`src/rtl/cache_pkg.sv`:
```
// cache_pkg: shared address field layout and line geometry of the 4-way cache.
// No ports; imported by the victim writeback buffer.
package cache_pkg;
  localparam int WORD_WIDTH = 32;
  localparam int WORD_NUM = 4;
  localparam int TAG_MSB = 31;
  localparam int TAG_LSB = 11;
  localparam int INDEX_MSB = 10;
  localparam int INDEX_LSB = 4;
  localparam int WORD_MSB = 3;
  localparam int WORD_LSB = 2;
  localparam int BYTE_MSB = 1;
  localparam int BYTE_LSB = 0;
  typedef struct packed {
    logic [TAG_MSB:TAG_LSB] tag;
    logic [INDEX_MSB:INDEX_LSB] index;
    logic [WORD_MSB:WORD_LSB] word;
    logic [BYTE_MSB:BYTE_LSB] byte_sel;
  } adr_t;
endpackage

```
`src/rtl/wb_line_entry.sv`:
```
// wb_line_entry: one buffered victim line (address, words, fill mask).
// Ports: clk/rst; write port wr/clr/wr_line/wr_word/wr_dat; combinational
// match/read port match_line/rd_word -> match/rd_dat; raw line/mask/data views.
module wb_line_entry #(
  parameter int WORD_WIDTH = 32,
  parameter int LINE_WIDTH = 28,
  parameter int WORD_NUM = 4,
  parameter int OFFSET_WIDTH = 2
) (
  input  logic clk,
  input  logic rst,
  input  logic wr,
  input  logic clr,
  input  logic [LINE_WIDTH-1:0] wr_line,
  input  logic [OFFSET_WIDTH-1:0] wr_word,
  input  logic [WORD_WIDTH-1:0] wr_dat,
  input  logic [LINE_WIDTH-1:0] match_line,
  input  logic [OFFSET_WIDTH-1:0] rd_word,
  output logic match,
  output logic [WORD_WIDTH-1:0] rd_dat,
  output logic [LINE_WIDTH-1:0] line,
  output logic [WORD_NUM-1:0] mask,
  output logic [WORD_NUM-1:0][WORD_WIDTH-1:0] data
);
  always_ff @(posedge clk) begin
    if (rst) mask <= '0;
    else mask <= clr ? '0 : mask | (wr ? WORD_NUM'(1) << wr_word : '0);
  end
  // the first word of a line (empty mask) latches the line address
  always_ff @(posedge clk) begin
    if (wr && mask == '0) line <= wr_line;
    if (wr) data[wr_word] <= wr_dat;
  end
  assign match = line == match_line;
  assign rd_dat = data[rd_word];
endmodule

```
`src/rtl/victim_writeback_buffer.sv`:
```
// victim_writeback_buffer: assembles evicted dirty lines and drains them to memory.
// Ports: vic_* victim word stream in (vic_ready_o back-pressure); wb_* word write
// req/ack to memory; snoop_* combinational lookup of buffered lines; full/empty/ovf status.
module victim_writeback_buffer #(
  parameter int WORD_WIDTH = cache_pkg::WORD_WIDTH,
  parameter int ADR_WIDTH = 32,
  parameter int WORD_OFFSET_WIDTH = 2,
  parameter int WORD_NUM = cache_pkg::WORD_NUM,
  parameter int ENTRIES = 2
) (
  input  logic clk,
  input  logic rst,
  input  logic vic_valid_i,
  input  logic [ADR_WIDTH-1:0] vic_adr_i,
  input  logic [WORD_OFFSET_WIDTH-1:0] vic_word_i,
  input  logic [WORD_WIDTH-1:0] vic_dat_i,
  output logic vic_ready_o,
  output logic wb_req_o,
  output logic [ADR_WIDTH-1:0] wb_adr_o,
  output logic [WORD_WIDTH-1:0] wb_dat_o,
  input  logic wb_ack_i,
  input  logic [ADR_WIDTH-1:0] snoop_adr_i,
  output logic snoop_hit_o,
  output logic snoop_busy_o,
  output logic [WORD_WIDTH-1:0] snoop_dat_o,
  output logic full_o,
  output logic empty_o,
  output logic ovf_o
);
  import cache_pkg::*;
  typedef enum logic {IDLE, XFER} state_t;
  localparam int LSB = WORD_LSB + WORD_OFFSET_WIDTH;
  localparam int LW = ADR_WIDTH - LSB;
  localparam int PW = $clog2(ENTRIES);
  state_t state, state_n;
  logic [PW-1:0] wr_ptr, rd_ptr, src_e;
  logic [PW:0] count;
  logic [WORD_OFFSET_WIDTH-1:0] cnt, cnt_n, src_w;
  logic req_n, load, pop, we, commit, hit;
  logic [WORD_WIDTH-1:0] hit_dat;
  logic [ENTRIES-1:0] match;
  logic [LW-1:0] line [ENTRIES];
  logic [WORD_NUM-1:0] mask [ENTRIES];
  logic [WORD_NUM-1:0][WORD_WIDTH-1:0] data [ENTRIES];
  logic [WORD_WIDTH-1:0] rd_dat [ENTRIES];
  logic unused;
  assign unused = ^{vic_adr_i[LSB-1:0], snoop_adr_i[WORD_LSB-1:0]};
  assign we = vic_valid_i && vic_ready_o;
  assign commit = we && ((mask[wr_ptr] | (WORD_NUM'(1) << vic_word_i)) == '1);
  for (genvar i = 0; i < ENTRIES; i++) begin : g_entry
    wb_line_entry #(
      .WORD_WIDTH(WORD_WIDTH), .LINE_WIDTH(LW), .WORD_NUM(WORD_NUM), .OFFSET_WIDTH(WORD_OFFSET_WIDTH)
    ) u_entry (
      .clk(clk), .rst(rst),
      .wr(we && wr_ptr == PW'(i)), .clr(commit && wr_ptr == PW'(i)),
      .wr_line(vic_adr_i[ADR_WIDTH-1:LSB]), .wr_word(vic_word_i), .wr_dat(vic_dat_i),
      .match_line(snoop_adr_i[ADR_WIDTH-1:LSB]), .rd_word(snoop_adr_i[LSB-1:WORD_LSB]),
      .match(match[i]), .rd_dat(rd_dat[i]), .line(line[i]), .mask(mask[i]), .data(data[i])
    );
  end
  // walk committed entries oldest to newest so the newest match wins
  always_comb begin
    hit = 1'b0;
    hit_dat = '0;
    for (int k = 0; k < ENTRIES; k++)
      if ((PW+1)'(k) < count && match[rd_ptr + PW'(k)]) begin
        hit = 1'b1;
        hit_dat = rd_dat[rd_ptr + PW'(k)];
      end
  end
  assign snoop_busy_o = mask[wr_ptr] != '0 && line[wr_ptr] == snoop_adr_i[ADR_WIDTH-1:LSB];
  assign snoop_hit_o = hit && !snoop_busy_o;
  assign snoop_dat_o = snoop_hit_o ? hit_dat : '0;
  assign vic_ready_o = count < (PW+1)'(ENTRIES);
  assign full_o = count == (PW+1)'(ENTRIES);
  assign empty_o = count == '0 && mask[wr_ptr] == '0;
  // src_e/src_w select the word loaded into the registered wb outputs
  always_comb begin
    state_n = state;
    cnt_n = cnt;
    req_n = wb_req_o;
    load = 1'b0;
    pop = 1'b0;
    src_e = rd_ptr;
    src_w = cnt;
    if (state == IDLE) begin
      if (count != '0) begin
        state_n = XFER;
        cnt_n = '0;
        src_w = '0;
        req_n = 1'b1;
        load = 1'b1;
      end
    end else if (wb_ack_i) begin
      cnt_n = cnt + WORD_OFFSET_WIDTH'(1);
      src_w = cnt_n;
      load = 1'b1;
      if (cnt == '1) begin
        pop = 1'b1;
        src_e = rd_ptr + PW'(1);
        if (count == (PW+1)'(1) && !commit) begin
          state_n = IDLE;
          req_n = 1'b0;
          load = 1'b0;
        end
      end
    end
  end
  always_ff @(posedge clk) begin
    if (rst) begin
      state <= IDLE;
      cnt <= '0;
      wr_ptr <= '0;
      rd_ptr <= '0;
      count <= '0;
      ovf_o <= 1'b0;
      wb_req_o <= 1'b0;
      wb_adr_o <= '0;
      wb_dat_o <= '0;
    end else begin
      state <= state_n;
      cnt <= cnt_n;
      wr_ptr <= wr_ptr + PW'(commit);
      rd_ptr <= rd_ptr + PW'(pop);
      count <= count + (PW+1)'(commit) - (PW+1)'(pop);
      ovf_o <= ovf_o | (vic_valid_i && !vic_ready_o);
      wb_req_o <= req_n;
      if (load) begin
        wb_adr_o <= {line[src_e], src_w, {WORD_LSB{1'b0}}};
        // a line committing this edge may be read before its last word is stored
        wb_dat_o <= (we && wr_ptr == src_e && vic_word_i == src_w) ? vic_dat_i : data[src_e][src_w];
      end
    end
  end
endmodule

```
`config.mk`:
```
export PLATFORM = sky130hd
export DESIGN_NAME = victim_writeback_buffer
export DESIGN_NICKNAME = d
export VERILOG_FILES = /design/src/rtl/cache_pkg.sv /design/src/rtl/wb_line_entry.sv /design/src/rtl/victim_writeback_buffer.sv
export SDC_FILE = /design/constraint.sdc
export NUM_CORES = 1
export LEC_CHECK = 0
export BUFFER_PORTS_ARGS = -buffer_cell sky130_fd_sc_hd__buf_2
export CAP_MARGIN = 25
export CORE_MARGIN = 2
export CORE_UTILIZATION = 61
export CTS_BUF_LIST = sky130_fd_sc_hd__clkbuf_8
export DETAILED_ROUTE_END_ITERATION = 6
export PLACE_DENSITY = 0.79
export RECOVER_POWER = 25
export SETUP_SLACK_MARGIN = 0.3
export SKIP_LAST_GASP = 1
export SLEW_MARGIN = 20
export SYNTH_ARGS = -nofsm -noshare
export SYNTH_HDL_FRONTEND = slang
export SYNTH_SLANG_ARGS = --single-unit
```
`constraint.sdc`:
```
create_clock -name clk -period 4.4 [get_ports clk]
set_input_delay 0.88 -clock clk [delete_from_list [all_inputs] [get_ports clk]]
set_output_delay 0.88 -clock clk [all_outputs]
set_load 0.005 [all_outputs]
```
Yosys cells after proc, flatten, opt, wreduce, memory -nomap -nowiden
Cells that the tools add are included.

Register bits: 391. Output and inout port bits: 103.

Magnitude comparators: 13. Bitwise gates (word level): 9. Reduce and logical (&&, ||, !) cells: 31. Equality and inequality tests: 12. Add/subtract/negate cells: 6. Multiplexer cells: 61. Shift operators: 1.

Operator list (count): $mux W32 (14); $mux W128 (3); $bwmux W128 (2); $bmux W32 S2 (3); $mux W28 (6); $eq A28 B28 Y1 (3); $demux W32 S2 (1); $mux W1 (24); $mux W4 (5); $logic_and A1 B1 Y1 (18); $logic_not A4 Y1 (3); $or A4 B4 Y4 (3); $lt A2 B3 Y1 const B (3); $ge A2 B2 Y1 const B (4); $not A1 Y2 (4); $mux W2 (3); $eq A2 B2 Y1 const B (2); $eq A4 B4 Y1 const B (1); $lt A1 B2 Y1 const A (2); $lt A1 B2 Y1 const B (2); $ne A2 B1 Y1 const B (2); $reduce_and A4 Y1 (1); $reduce_bool A2 Y1 (2); $reduce_bool A4 Y1 (1); other kinds (17) (21).

Logic depth before layout (Yosys ltp)
Depth after elaboration: 13. Depth in mapped cells: 11.

Hierarchy
A second synthesis with hierarchy kept.

Cells, all modules: 1318. Area total of the unflattened synthesis: 19137.1 sq um.

By module, submodules not included: wb_line_entry (sequential area each 4764.6 sq um, cells an instance 249, area each 5957.0 sq um, instances 2); victim_writeback_buffer (sequential area each 1421.4 sq um, cells an instance 820, area each 7223.2 sq um, instances 1).

Worst setup path before layout
OpenSTA, ideal clock, no wires.

Path type: input to register. From: input vic_valid_i. To: register g_entry[0].u_entry.data[0] (netlist bit) (enable). Buffers on the path: 0. Stages on the path: 3. Arrival: 3.535 ns. Setup slack: 0.401 ns. Setup time: 0.464 ns. Required time: 3.936 ns. Cell sequence: nor2b_1 > nand2_1 > nor3_1.

Word-level cells in the longest chain between the ends: 2.

RTL lines: from (decl) (line victim_writeback_buffer.sv:13) `input logic vic_valid_i,`; $logic_and A1 B1 Y1 (line victim_writeback_buffer.sv:48) `assign we = vic_valid_i && vic_ready_o;`; $logic_and A1 B1 Y1 (line victim_writeback_buffer.sv:55) `.wr(we && wr_ptr == PW'(i)), .clr(commit && wr_ptr == PW'(i)),`; to (signal, indexed assignment) (line wb_line_entry.sv:32) `if (wr) data[wr_word] <= wr_dat;`; to (decl) (line wb_line_entry.sv:23) `output logic [WORD_NUM-1:0][WORD_WIDTH-1:0] data`.

No other way between the ends. A chain may end at the register's enable or synchronous reset.

Worst setup path after layout
From: register g_entry[0].u_entry.line[23]. To: output snoop_dat_o[6].

Word-level cells in the longest chain between the ends: 8. Elaborated cells on any way between the ends: 19. Classes of those cells: eq/ne (2); mux (12); reduce/logical (5).

RTL lines: from (decl) (line wb_line_entry.sv:21) `output logic [LINE_WIDTH-1:0] line,`; from (signal assigned) (line wb_line_entry.sv:31) `if (wr && mask == '0) line <= wr_line;`; $eq A28 B28 Y1 or $mux W28 (tied branches) (line wb_line_entry.sv:34, victim_writeback_buffer.sv:71); $mux W1 (not written as such) or $mux W28 (tied branches) (2 in series) (line victim_writeback_buffer.sv:66, victim_writeback_buffer.sv:71); $logic_and A1 B1 Y1 or $eq A28 B28 Y1 (tied branches) (line victim_writeback_buffer.sv:66, victim_writeback_buffer.sv:71); $mux W1 or $logic_and A1 B1 Y1 (tied branches) (line victim_writeback_buffer.sv:66, victim_writeback_buffer.sv:71); $mux W1 or $logic_not A1 Y1 (tied branches) (line victim_writeback_buffer.sv:66, victim_writeback_buffer.sv:72); $logic_and A1 B1 Y1 (line victim_writeback_buffer.sv:72) `assign snoop_hit_o = hit && !snoop_busy_o;`; $mux W32 * (line victim_writeback_buffer.sv:73) `assign snoop_dat_o = snoop_hit_o ? hit_dat : '0;`; to (decl) (line victim_writeback_buffer.sv:25) `output logic [WORD_WIDTH-1:0] snoop_dat_o,`.

Every way passes the cells marked *; elsewhere a longest branch is shown, timed or not. The select of a mux whose other input is x is not followed.

==> summary.md <==
| Metric | Value |
|---|---|
| Status | completed |
| Peak Freq | 0.245 GHz |
| Vias in the first global route | 12.5k |
| Clock share of power | 41.4% |
| WL final | 46900 um |
| Crit path capture | snoop_dat_o[6] |
| Post-place setup slack | 0.125 ns |
| DRT Pass-1 Iters | 5 |
| Area Overhead vs Synth | 16.8% |
| Count leader, synth | edfxtp_1 |
| Area leader, netlist | edfxtp_1 |
| FF-to-FF path depth | 8 |
| Non-filler cells, final | 1892 |
| Hpwl dp | 27300 um |
| Final Cycle Share | 92.6% |
| Layout cell share with drive strength beyond 1 | 28.9% |
| Worst setup margin | 0.326 ns |
| First-pass GRT wire length | 70600 um |
| Share of the synthesized area in the top cell type | 52.7% |
| CP endpoint kind | output port |
| Hold Violations, Final | 0 |
| Placeable Area | 28700 um^2 |
| RSZ-0062 raised after global routing | yes |
| H-tree Lvls | 3 |
| Register share of total power | 53.3% |
| GRT Overall Usage | 30.7% |
| Part of the Yosys area used for sequential elements | 61.6% |
| Synth Flop Type | edfxtp_1 |
| Synthesized area per cell | 14.4 um^2 |
| Synth area leaders | edfxtp_1 53%, dfxtp_1 8.9%, mux4_2 8.2% |
| Sw Share | 22.5% |
| Antenna violations before repair | 7 |
| Unique masters post-synth | 48 |
| # setup viols final | 0 |
| Ys async rst share | 0% |
| Sw Pwr | 1.73 mW |
| Gate Count Post-Synth | 1235 |
| Drc violations | 0 |
| Num CTS Buffers | 66 |
| Nets | 1559 |
| Power Total | 7.68 mW |
| Max Slew Vio Count | 0 |
| I/O Buffers | 196 |
| Post-synth EDFFs | 312 |
| Setup CP Type | reg -> out |
| Post-DR wirelength/cell | 24.8 um |
| Die H | 175 um |
| Flop2flop setup slack | 1.19 ns |
| DP Cell Count | 1765 |
| Crit path time final | 4.07 ns |
| Req. time, crit path | 3.52 ns |
| Die W | 175 um |
| I/O pins | 205 |
| R2R Path End | wb_dat_o[22] |
| Top post-synthesis cells by count | 312 x edfxtp_1, 137 x mux2i_1, 97 x nand2_1 |
| Internal power | 5.95 mW |
| Clock slew at reported path FFs | 0.06 ns |
| Hold-fix buffers at CTS | 0 |
| ANT nets after route | 0 |
| Via count | 12.1k |
| CP max FO | 15 |
| Slew margin rel. | 32.3% |
| Clk_skew | 0.0203 ns |
| Root Buffer | clkbuf_8 |
| Maximum capacitance violations | 0 |
| Clock latency on the worst-skew pair | 0.58 ns |
| Peak supply drop | 0.373 mV |
| Sink Count | 391 |
| Vias per cell | 6.41 |
| Maximum root-to-sink buffer count | 3 |
| LEAKAGE | 7.84 nW |
| Post-Synthesis Cell Area | 17800 um^2 |
| Die area | 30500 um^2 |
| Yosys reg bits | 391 |
| Combinational group share of total power | 5.3% |
| Largest net degree at the start of global routing | 76 |
| Worst Setup Start Kind | flip-flop |
| Critical Path AT | 3.19 ns |
| Worst min path class | reg -> reg |
| Total negative setup slack | 0 ns |
| Power Density | 370 nW/um^2 |
| Syn. warnings | 0 |
| Number of cell rows | 62 |
| Initial drt markers | 1222 |
| Worst Setup SP | g_entry[0].u_entry.line[23] |
| Initial core utilization | 62.0% |
| Slew @ Worst Pin | 1.01 ns |
| GP Congestion | 0.822 |
| Gr ovfl total | 0 |
| Reg-to-reg critical path startpoint | cnt[0] |
| CTS tree | yes |
## worst max-delay path, stage by stage (launching register included)
cell      delay, ns
edfxtp_1       0.42
xor2_1         0.19
nor4_2         0.32
buf_4          0.17
nand4_1        0.12
or4_4          0.53
a21oi_4        0.20
a211o_4        0.22
buf_12         0.19
o22ai_1        0.11
buf_2          0.14
## through the flow
stage                     cell area (um^2)  util, %  hold slack, ns
final                                20800     72.4           0.449
after global routing                 20800     72.3           0.471
after CTS                            20800     72.4           0.450
after detailed placement             19300     67.2           0.441
after global placement               19300     67.2           0.436
after floorplan                      17800        -           0.448
## registers in the layout (all words and copies together), names as in the netlist
| name | cells |
|---|---|
| g_entry.u_entry.data | 256 |
| g_entry.u_entry.line | 56 |
| wb_dat_o | 32 |
| wb_adr_o | 30 |
| g_entry.u_entry.mask | 8 |
| cnt | 2 |
| count | 2 |
| ovf_o | 1 |
| rd_ptr | 1 |
| state | 1 |
| wb_req_o | 1 |
| wr_ptr | 1 |
## power by group through the flow
stage | Sequential (mW) | Combinational [mW] | Clock, mW
final | 4.09 | 0.408 | 3.18
after global routing | 4.10 | 0.438 | 3.37
after CTS | 4.09 | 0.408 | 3.21
after detailed placement | 4.17 | 0.398 | 0
after global placement | 4.16 | 0.388 | 0
after floorplan | 4.16 | 0.231 | 0
## metal layers
metal  share of wire, %  GRT usage, %
met3                 11          7.40
met5               0.12             0
met1                 37          39.0
met4                3.2          12.8
met2                 49          50.9
## cell families (layout without fill, tap and decap cells)
logic type,count (synthesis),count (layout),share of synthesized area [%]
AOI/OAI and AO/OA,213,213,9.81
xor gates and xnor gates,67,67,3.34
adders and majority gates,5,5,0.352
buffers and inverters,156,424,3.97
DFF,391,391,61.6
muxes,203,203,16.0
other,1,6,0.0211
and+or+nand+nor,199,199,4.93
## worst min-delay path by stage
stage | depth (start not counted) | start | to
global route | 2 | wb_dat_o[12] | wb_dat_o[12]
floorplan | 2 | wb_dat_o[0] | wb_dat_o[0]
CTS | 2 | wb_dat_o[12] | wb_dat_o[12]
global placement | 2 | wb_dat_o[25] | wb_dat_o[25]
detailed placement | 2 | wb_dat_o[14] | wb_dat_o[14]
finish | 2 | wb_dat_o[12] | wb_dat_o[12]
## repair_timing
action,4_1_cts,5_1_grt
setup buffers,1,1
endpoints found under the setup margin,32,32
gates cloned,1,0
resized for setup,25,3
hold endpoints to repair,0,0
pin swaps,5,4
## cell type report
type                    instances  area, um^2
clock buffers                  81        1110
diodes                          4        10.0
clock inverters                39         203
fillers                      1932        7930
repair buffers                235        1380
multi-input cells             689        6370
inverters                      69         259
flip-flops and latches        391       11000
well taps                     384         480
## cell usage in the layout, fill, tap and decap left out, types with 3 or more instances in the layout
master / count
nor4_1: 3
nor2_4: 6
o221ai_1: 62
mux2i_1: 137
clkbuf_1: 33
xor2_1: 33
mux4_2: 65
inv_1: 90
diode_2: 4
a311oi_2: 28
ha_1: 5
clkinv_2: 8
o21a_1: 8
buf_2: 161
clkinv_1: 5
edfxtp_1: 312
buf_4: 30
a21oi_1: 38
nor3_1: 5
inv_6: 4
nand2_1: 97
o22ai_1: 50
nand3_1: 9
buf_12: 10
dfxtp_1: 78
clkbuf_8: 81
xnor2_1: 32
o22ai_2: 12
nor2_1: 45
nand2b_1: 3
nand4_1: 11
No activity file was read; power rests on OpenSTA's default activity.
